**config.mk**
```make
export PLATFORM = sky130hd
export DESIGN_NAME = hog_pixel_source
export DESIGN_NICKNAME = d
export VERILOG_FILES = /design/src/rtl/hog_pixel_source.sv
export SDC_FILE = /design/constraint.sdc
export NUM_CORES = 1
export LEC_CHECK = 0
export ABC_CLOCK_PERIOD_IN_PS = 2700
export BUFFER_PORTS_ARGS = -buffer_cell sky130_fd_sc_hd__buf_2
export CAP_MARGIN = 30
export CORE_MARGIN = 2
export CORE_UTILIZATION = 28
export DETAILED_ROUTE_END_ITERATION = 16
export GPL_TIMING_DRIVEN = 0
export PLACE_DENSITY = 0.49
export SYNTH_ARGS = -nofsm -noshare
export SYNTH_HDL_FRONTEND = slang
export SYNTH_SLANG_ARGS = --single-unit
```
**constraint.sdc**
```tcl
create_clock -name clk -period 2.7 [get_ports clk]
set_clock_uncertainty 0.1 [all_clocks]
set_input_delay 0 -clock clk [delete_from_list [all_inputs] [get_ports clk]]
set_output_delay 0 -clock clk [all_outputs]
set_load 0.03 [all_outputs]
```
**src/rtl/hog_pixel_source.sv**
```systemverilog
// Synthetic raster-frame generator driving the HOG pixel_in / pixel_valid / pixel_ready handshake.
// state  | meaning
// IDLE   | waiting for start, nothing presented
// STREAM | presenting pixels of the current frame
// GAP    | idle cycles between frames in continuous mode
module hog_pixel_source #(
  parameter int DATA_WIDTH    = 8,
  parameter int IMAGE_WIDTH   = 640,
  parameter int IMAGE_HEIGHT  = 480,
  parameter int GAP_CYCLES    = 16,
  parameter int CHECKER_SHIFT = 3
) (
  input  logic                  clk,
  input  logic                  rst,
  input  logic                  start,
  input  logic                  continuous,
  input  logic [1:0]            pattern_sel,
  input  logic [DATA_WIDTH-1:0] const_pixel,
  output logic [DATA_WIDTH-1:0] pixel_out,
  output logic                  pixel_valid,
  input  logic                  pixel_ready,
  output logic                  sof,
  output logic                  eol,
  output logic                  busy,
  output logic                  frame_done,
  output logic [15:0]           frame_count
);

  localparam int COL_W = (IMAGE_WIDTH  > 1) ? $clog2(IMAGE_WIDTH)  : 1;
  localparam int ROW_W = (IMAGE_HEIGHT > 1) ? $clog2(IMAGE_HEIGHT) : 1;
  localparam int GAP_W = (GAP_CYCLES   > 1) ? $clog2(GAP_CYCLES)   : 1;

  localparam logic [COL_W-1:0] COL_LAST = COL_W'(IMAGE_WIDTH - 1);
  localparam logic [ROW_W-1:0] ROW_LAST = ROW_W'(IMAGE_HEIGHT - 1);
  localparam logic [GAP_W-1:0] GAP_LOAD = GAP_W'(GAP_CYCLES - 1);
  // Masks picking the counter bit that toggles every checker square (zero if out of range).
  localparam logic [COL_W-1:0] COL_CHK  = COL_W'(1) << CHECKER_SHIFT;
  localparam logic [ROW_W-1:0] ROW_CHK  = ROW_W'(1) << CHECKER_SHIFT;
  localparam bit               NO_GAP   = (GAP_CYCLES == 0);

  typedef enum logic [1:0] {IDLE, STREAM, GAP} state_t;

  state_t                  state;
  logic [COL_W-1:0]        col, nxt_col;
  logic [ROW_W-1:0]        row, nxt_row;
  logic [GAP_W-1:0]        gap_cnt;
  logic [1:0]              pat_q;
  logic [DATA_WIDTH-1:0]   const_q;
  logic                    xfer, last_col, last_row, eof, launch;

  function automatic logic [DATA_WIDTH-1:0] pixel_at(
    input logic [1:0]            pat,
    input logic [DATA_WIDTH-1:0] cval,
    input logic [COL_W-1:0]      c,
    input logic [ROW_W-1:0]      r
  );
    logic [DATA_WIDTH-1:0] v;
    case (pat)
      2'd0:    v = cval;
      2'd1:    v = DATA_WIDTH'(c);
      2'd2:    v = DATA_WIDTH'(r);
      default: v = ((|(c & COL_CHK)) ^ (|(r & ROW_CHK))) ? '1 : '0;
    endcase
    return v;
  endfunction

  always_comb begin
    xfer     = pixel_valid & pixel_ready;
    last_col = (col == COL_LAST);
    last_row = (row == ROW_LAST);
    eof      = (state == STREAM) & xfer & last_col & last_row;
    nxt_col  = last_col ? '0 : col + 1'b1;
    nxt_row  = last_col ? row + 1'b1 : row;
    // A new frame starts from IDLE, back-to-back when there is no gap, or at the end of GAP.
    launch   = ((state == IDLE) & start)
             | (eof & continuous & NO_GAP)
             | ((state == GAP) & (gap_cnt == '0) & continuous);
  end

  always_ff @(posedge clk) begin
    if (rst) begin
      state       <= IDLE;
      col         <= '0;
      row         <= '0;
      gap_cnt     <= '0;
      pat_q       <= '0;
      const_q     <= '0;
      pixel_out   <= '0;
      pixel_valid <= 1'b0;
      sof         <= 1'b0;
      eol         <= 1'b0;
      busy        <= 1'b0;
      frame_done  <= 1'b0;
      frame_count <= '0;
    end else begin
      frame_done <= 1'b0;
      if (launch) begin
        state       <= STREAM;
        col         <= '0;
        row         <= '0;
        pat_q       <= pattern_sel;
        const_q     <= const_pixel;
        pixel_out   <= pixel_at(pattern_sel, const_pixel, '0, '0);
        pixel_valid <= 1'b1;
        sof         <= 1'b1;
        eol         <= (COL_LAST == '0);
        busy        <= 1'b1;
      end else begin
        case (state)
          STREAM: begin
            if (xfer) begin
              if (last_col && last_row) begin
                col         <= '0;
                row         <= '0;
                pixel_out   <= '0;
                pixel_valid <= 1'b0;
                sof         <= 1'b0;
                eol         <= 1'b0;
                if (continuous) begin
                  state   <= GAP;
                  gap_cnt <= GAP_LOAD;
                end else begin
                  state <= IDLE;
                  busy  <= 1'b0;
                end
              end else begin
                col       <= nxt_col;
                row       <= nxt_row;
                pixel_out <= pixel_at(pat_q, const_q, nxt_col, nxt_row);
                sof       <= 1'b0;
                eol       <= (nxt_col == COL_LAST);
              end
            end
          end
          GAP: begin
            if (gap_cnt == '0) begin
              state <= IDLE;
              busy  <= 1'b0;
            end else begin
              gap_cnt <= gap_cnt - 1'b1;
            end
          end
          default: ;
        endcase
      end
      if (eof) begin
        frame_done  <= 1'b1;
        frame_count <= frame_count + 16'd1;
      end
    end
  end

endmodule

```
==> metrics.log <==
INFO  metric status = complete, no violations
INFO  metric num-nets-final = between 500 and 600
INFO  metric worst-slew-pin-transition = about 770 ps
INFO  metric slowest_stage = sky130_fd_sc_hd__nor2_1
INFO  metric cap_violations = 0
INFO  metric cts_sinks = 64
INFO  metric compound_cell_area_share_of_the_yosys_netlist = roughly 17%
INFO  metric critical_path_buffers_and_inverters = 1
INFO  metric synth_top_area_share = roughly 37%
INFO  metric global_route_wire_length_before_repair = 16300 um
INFO  metric classification_of_the_worst_slack_hold_path = input port to flop
INFO  metric post_route_cells_drive_above_1_share = between 15 and 20%
INFO  metric netlist_top_cells_count = sky130_fd_sc_hd__dfxtp_1 (64), sky130_fd_sc_hd__nor2_1 (61), sky130_fd_sc_hd__a21oi_1 (44), sky130_fd_sc_hd__nand2_1 (43), sky130_fd_sc_hd__xnor2_1 (22)
INFO  metric timing.max_slew.rel_slack = about 48%
INFO  metric min_period_over_period = between 90 and 100%
INFO  metric postSynthAreaPerCell = just under 8 um^2
INFO  metric critPathTopFamily = simple AND/OR/NAND/NOR gates
INFO  metric synthMuxAreaShare = less than 1%
INFO  metric chipHeight = roughly 110 um
INFO  metric final_period_minus_worst_setup_slack = 2520 ps
INFO  metric reg2reg_depth = 8
INFO  metric cp_num_cells = 8
INFO  metric synth_top_cell_by_area = sky130_fd_sc_hd__dfxtp_1
INFO  metric cts.clk_slew.worst_paths = ~60 ps
INFO  metric data_arrival_critical_path = roughly 2700 ps
INFO  metric syn_inst = between 400 and 500
INFO  metric worstHoldPathCells = 2
INFO  metric yosysWarnings = 0
INFO  metric synth_sequential_area_ratio = between 30% and 40%
INFO  metric htree_levels = 3
INFO  metric synth_nets = 451
INFO  metric pin_count = 44
INFO  metric arithmetic_cell_share_of_the_synthesized_area_counting_full_adders_half_adders_and_majority_gates = between 1 and 1.5%
INFO  metric ys.flop_type = sky130_fd_sc_hd__dfxtp_1
INFO  metric post_synth_num_cell_types = 58
INFO  metric ant_nets = 0
INFO  metric portBuffers = 42
INFO  metric layout.filler_cells = around 1300
INFO  metric start_util = about 29%
INFO  metric combinational_family_with_the_most_area_after_synthesis = simple AND/OR/NAND/NOR gates
INFO  metric critPathRequiredTime = approximately 2900 ps
INFO  metric num_vias = between 3000 and 4000
INFO  metric post_synth_xor_area_fraction = 9.18%
INFO  metric vias_per_cell = roughly 5.1
INFO  metric cts_buffers = 9
INFO  metric max_clock_freq = slightly below 400 MHz
INFO  metric synth_enable_flop_cells = 0
INFO  metric worst_ir_drop_vdd = between 200 and 300 uV
INFO  metric drt_wl_total = 9920 um
INFO  metric cp_max_fo = 9
INFO  metric place.gp.congestion = 0.844
INFO  metric cpPeakStageDelay = 610 ps
INFO  metric dpl.hpwl = just over 7000 um
INFO  metric gr-total-overflow = 0
INFO  metric grt_use_total = between 15 and 20%
INFO  metric iteration_0_drc_markers = about 150
INFO  metric yosys-top-cells-area = sky130_fd_sc_hd__dfxtp_1 (37%), sky130_fd_sc_hd__nor2_1 (6.7%), sky130_fd_sc_hd__a21oi_1 (6.4%), sky130_fd_sc_hd__xnor2_1 (5.6%), sky130_fd_sc_hd__nand2_1 (4.7%)
INFO  metric antennaDiodeCount = 0
INFO  metric number_of_global_route_vias_before_repair = about 3200
INFO  metric dpl_worst_slack = 38.9 ps
INFO  metric grt_setup_unrepaired = no
INFO  metric area.growth.synth_to_final = 24.3%
INFO  metric tritoncts_clock_tree = yes
INFO  metric p_per_area = between 500 and 600 nW/um^2
INFO  metric cp_cell_sequence = inv_1, ha_1, nor3b_2, a31oi_1, nor2_2, nor2_1, a22oi_1, o22ai_1
INFO  metric antenna_found_initial = 0
INFO  metric core = roughly 12000 um^2
INFO  metric ys_seq_elements = 64
INFO  metric setup-violations-final = 0
INFO  metric fraction_of_registers_with_async_set_or_reset_after_synthesis = 0%
INFO  metric post_synth_instance_area = ~3400 um^2
INFO  metric clock_latency = between 300 and 400 ps
INFO  metric synthMostInstantiatedCell = sky130_fd_sc_hd__dfxtp_1
INFO  metric post_drt_wl_per_cell = around 15 um
INFO  metric final_hold_vios = 0
INFO  metric cts.root.buffer_cell = sky130_fd_sc_hd__clkbuf_16
INFO  metric clock_tree.buffer_depth = 2
INFO  metric timing.critical_path.to_type = flop
INFO  metric slew_viol_final = 0
INFO  metric final_setup_margin = roughly 180 ps
INFO  metric drcViolationCount = 0
INFO  metric synthSimpleGateAreaFrac = between 20% and 30%
INFO  metric dieArea = between 10000 and 15000 um^2
INFO  metric setup_total_negative_slack = 0 ps
INFO  metric core.rowCount = 40
INFO  metric leakage = 1.54 nW
INFO  metric drt_first_pass_iters = 4
INFO  metric grt_start_max_net_pins = 13
INFO  metric crit_path_start_kind = flop
INFO  metric fp.dieW = around 110 um
INFO  metric cp_class = flop to flop
==> kinds of logic after synthesis <==
family	after synthesis
AOI/OAI and AO/OA	96
xor gates and xnor gates	36
adders and majority gates	4
buffers and inverters	37
DFF	64
muxes	3
and+or+nand+nor	192
==> power by group <==
part	leakage [nW]	total [mW]	switching [mW]	internal (mW)
sequential	0.519	0.985	0.0143	0.971
clock	0.149	1.22	0.451	0.771
combinational	0.874	0.221	0.145	0.0760
total	1.54	2.43	0.610	1.82
==> cell type report <==
class | instances | area, um^2 | area share [%]
clock inverters | 5 | 62.6 | 1.46
flip-flops and latches | 64 | 1280 | 30.0
inverters | 9 | 33.8 | 0.791
plain buffers | 28 | 133 | 3.11
clock buffers | 11 | 253 | 5.92
well taps | 147 | 184 | 4.31
repair buffers | 54 | 328 | 7.68
multi-input cells | 331 | 2000 | 46.7
==> state kept, by name (all words and copies together), names as in the netlist, 2 cells and up <==
name / flops
frame_count: 16
col: 10
row: 9
const_q: 8
pixel_out: 8
gap_cnt: 4
pat_q: 2
state: 2
==> worst paths after layout <==
path                                start                   endpoint  slack, ps
hold reg to reg          eol$_SDFFE_PP0P_           eol$_SDFFE_PP0P_        340
setup reg to reg  gap_cnt[0]$_SDFFE_PP0P_  pixel_out[7]$_SDFFE_PP0P_        180
setup / recovery  gap_cnt[0]$_SDFFE_PP0P_  pixel_out[7]$_SDFFE_PP0P_        180
hold / removal                        rst  pixel_out[3]$_SDFFE_PP0P_        150
==> per-stage QoR <==
stage	cells	utilization [%]	hold WS [ps]	power, mW	instance area [um^2]
final	649	35.6	153	2.43	4270
after detailed placement	621	31.9	167	1.21	3830
after floorplan	432	-	36.0	1.14	3430
after CTS	648	35.4	147	2.45	4250
after global placement	621	31.9	162	1.21	3830
after global routing	649	35.6	177	2.51	4270
==> timing repair <==
item / CTS / global route
endpoints found under the hold margin: 20 / 0
resized for setup: 0 / 5
hold buffers: 11 / 0
buffers inserted: 0 / 1
setup endpoints to repair: 0 / 19
==> cell usage in the layout (no fill, tap or decap), types with 6 or more instances in the layout <==
master                          Yosys  layout
sky130_fd_sc_hd__a211oi_1           6       6
sky130_fd_sc_hd__a21oi_1           44      44
sky130_fd_sc_hd__buf_2              6      48
sky130_fd_sc_hd__clkbuf_1          17      15
sky130_fd_sc_hd__clkbuf_16          0       9
sky130_fd_sc_hd__dfxtp_1           64      64
sky130_fd_sc_hd__dlygate4sd3_1      0      11
sky130_fd_sc_hd__inv_1              9       9
sky130_fd_sc_hd__nand2_1           43      43
sky130_fd_sc_hd__nand3_1           16      16
sky130_fd_sc_hd__nand4_1           13      13
sky130_fd_sc_hd__nor2_1            61      61
sky130_fd_sc_hd__nor3_1            20      20
sky130_fd_sc_hd__o21ai_0           19      19
sky130_fd_sc_hd__xnor2_1           22      22
sky130_fd_sc_hd__xor2_1            14      14
==> worst reg2reg max path, delay by kind of cell, from the launching register on <==
family          cells  cell delay, ps
simple gates        3             970
compound gates      3             710
flops               1             370
fa+ha+maj           1             230
buf+inv             1              60
==> per-layer routing <==
metal,routed length [um],GRT usage (%),share of wire (%)
met5,0,0,0
met4,180,6.10,1.8
met3,336,3.16,3.4
met2,4650,24.1,47
met1,4750,21.9,48
Power figures use the tool's default switching activity.
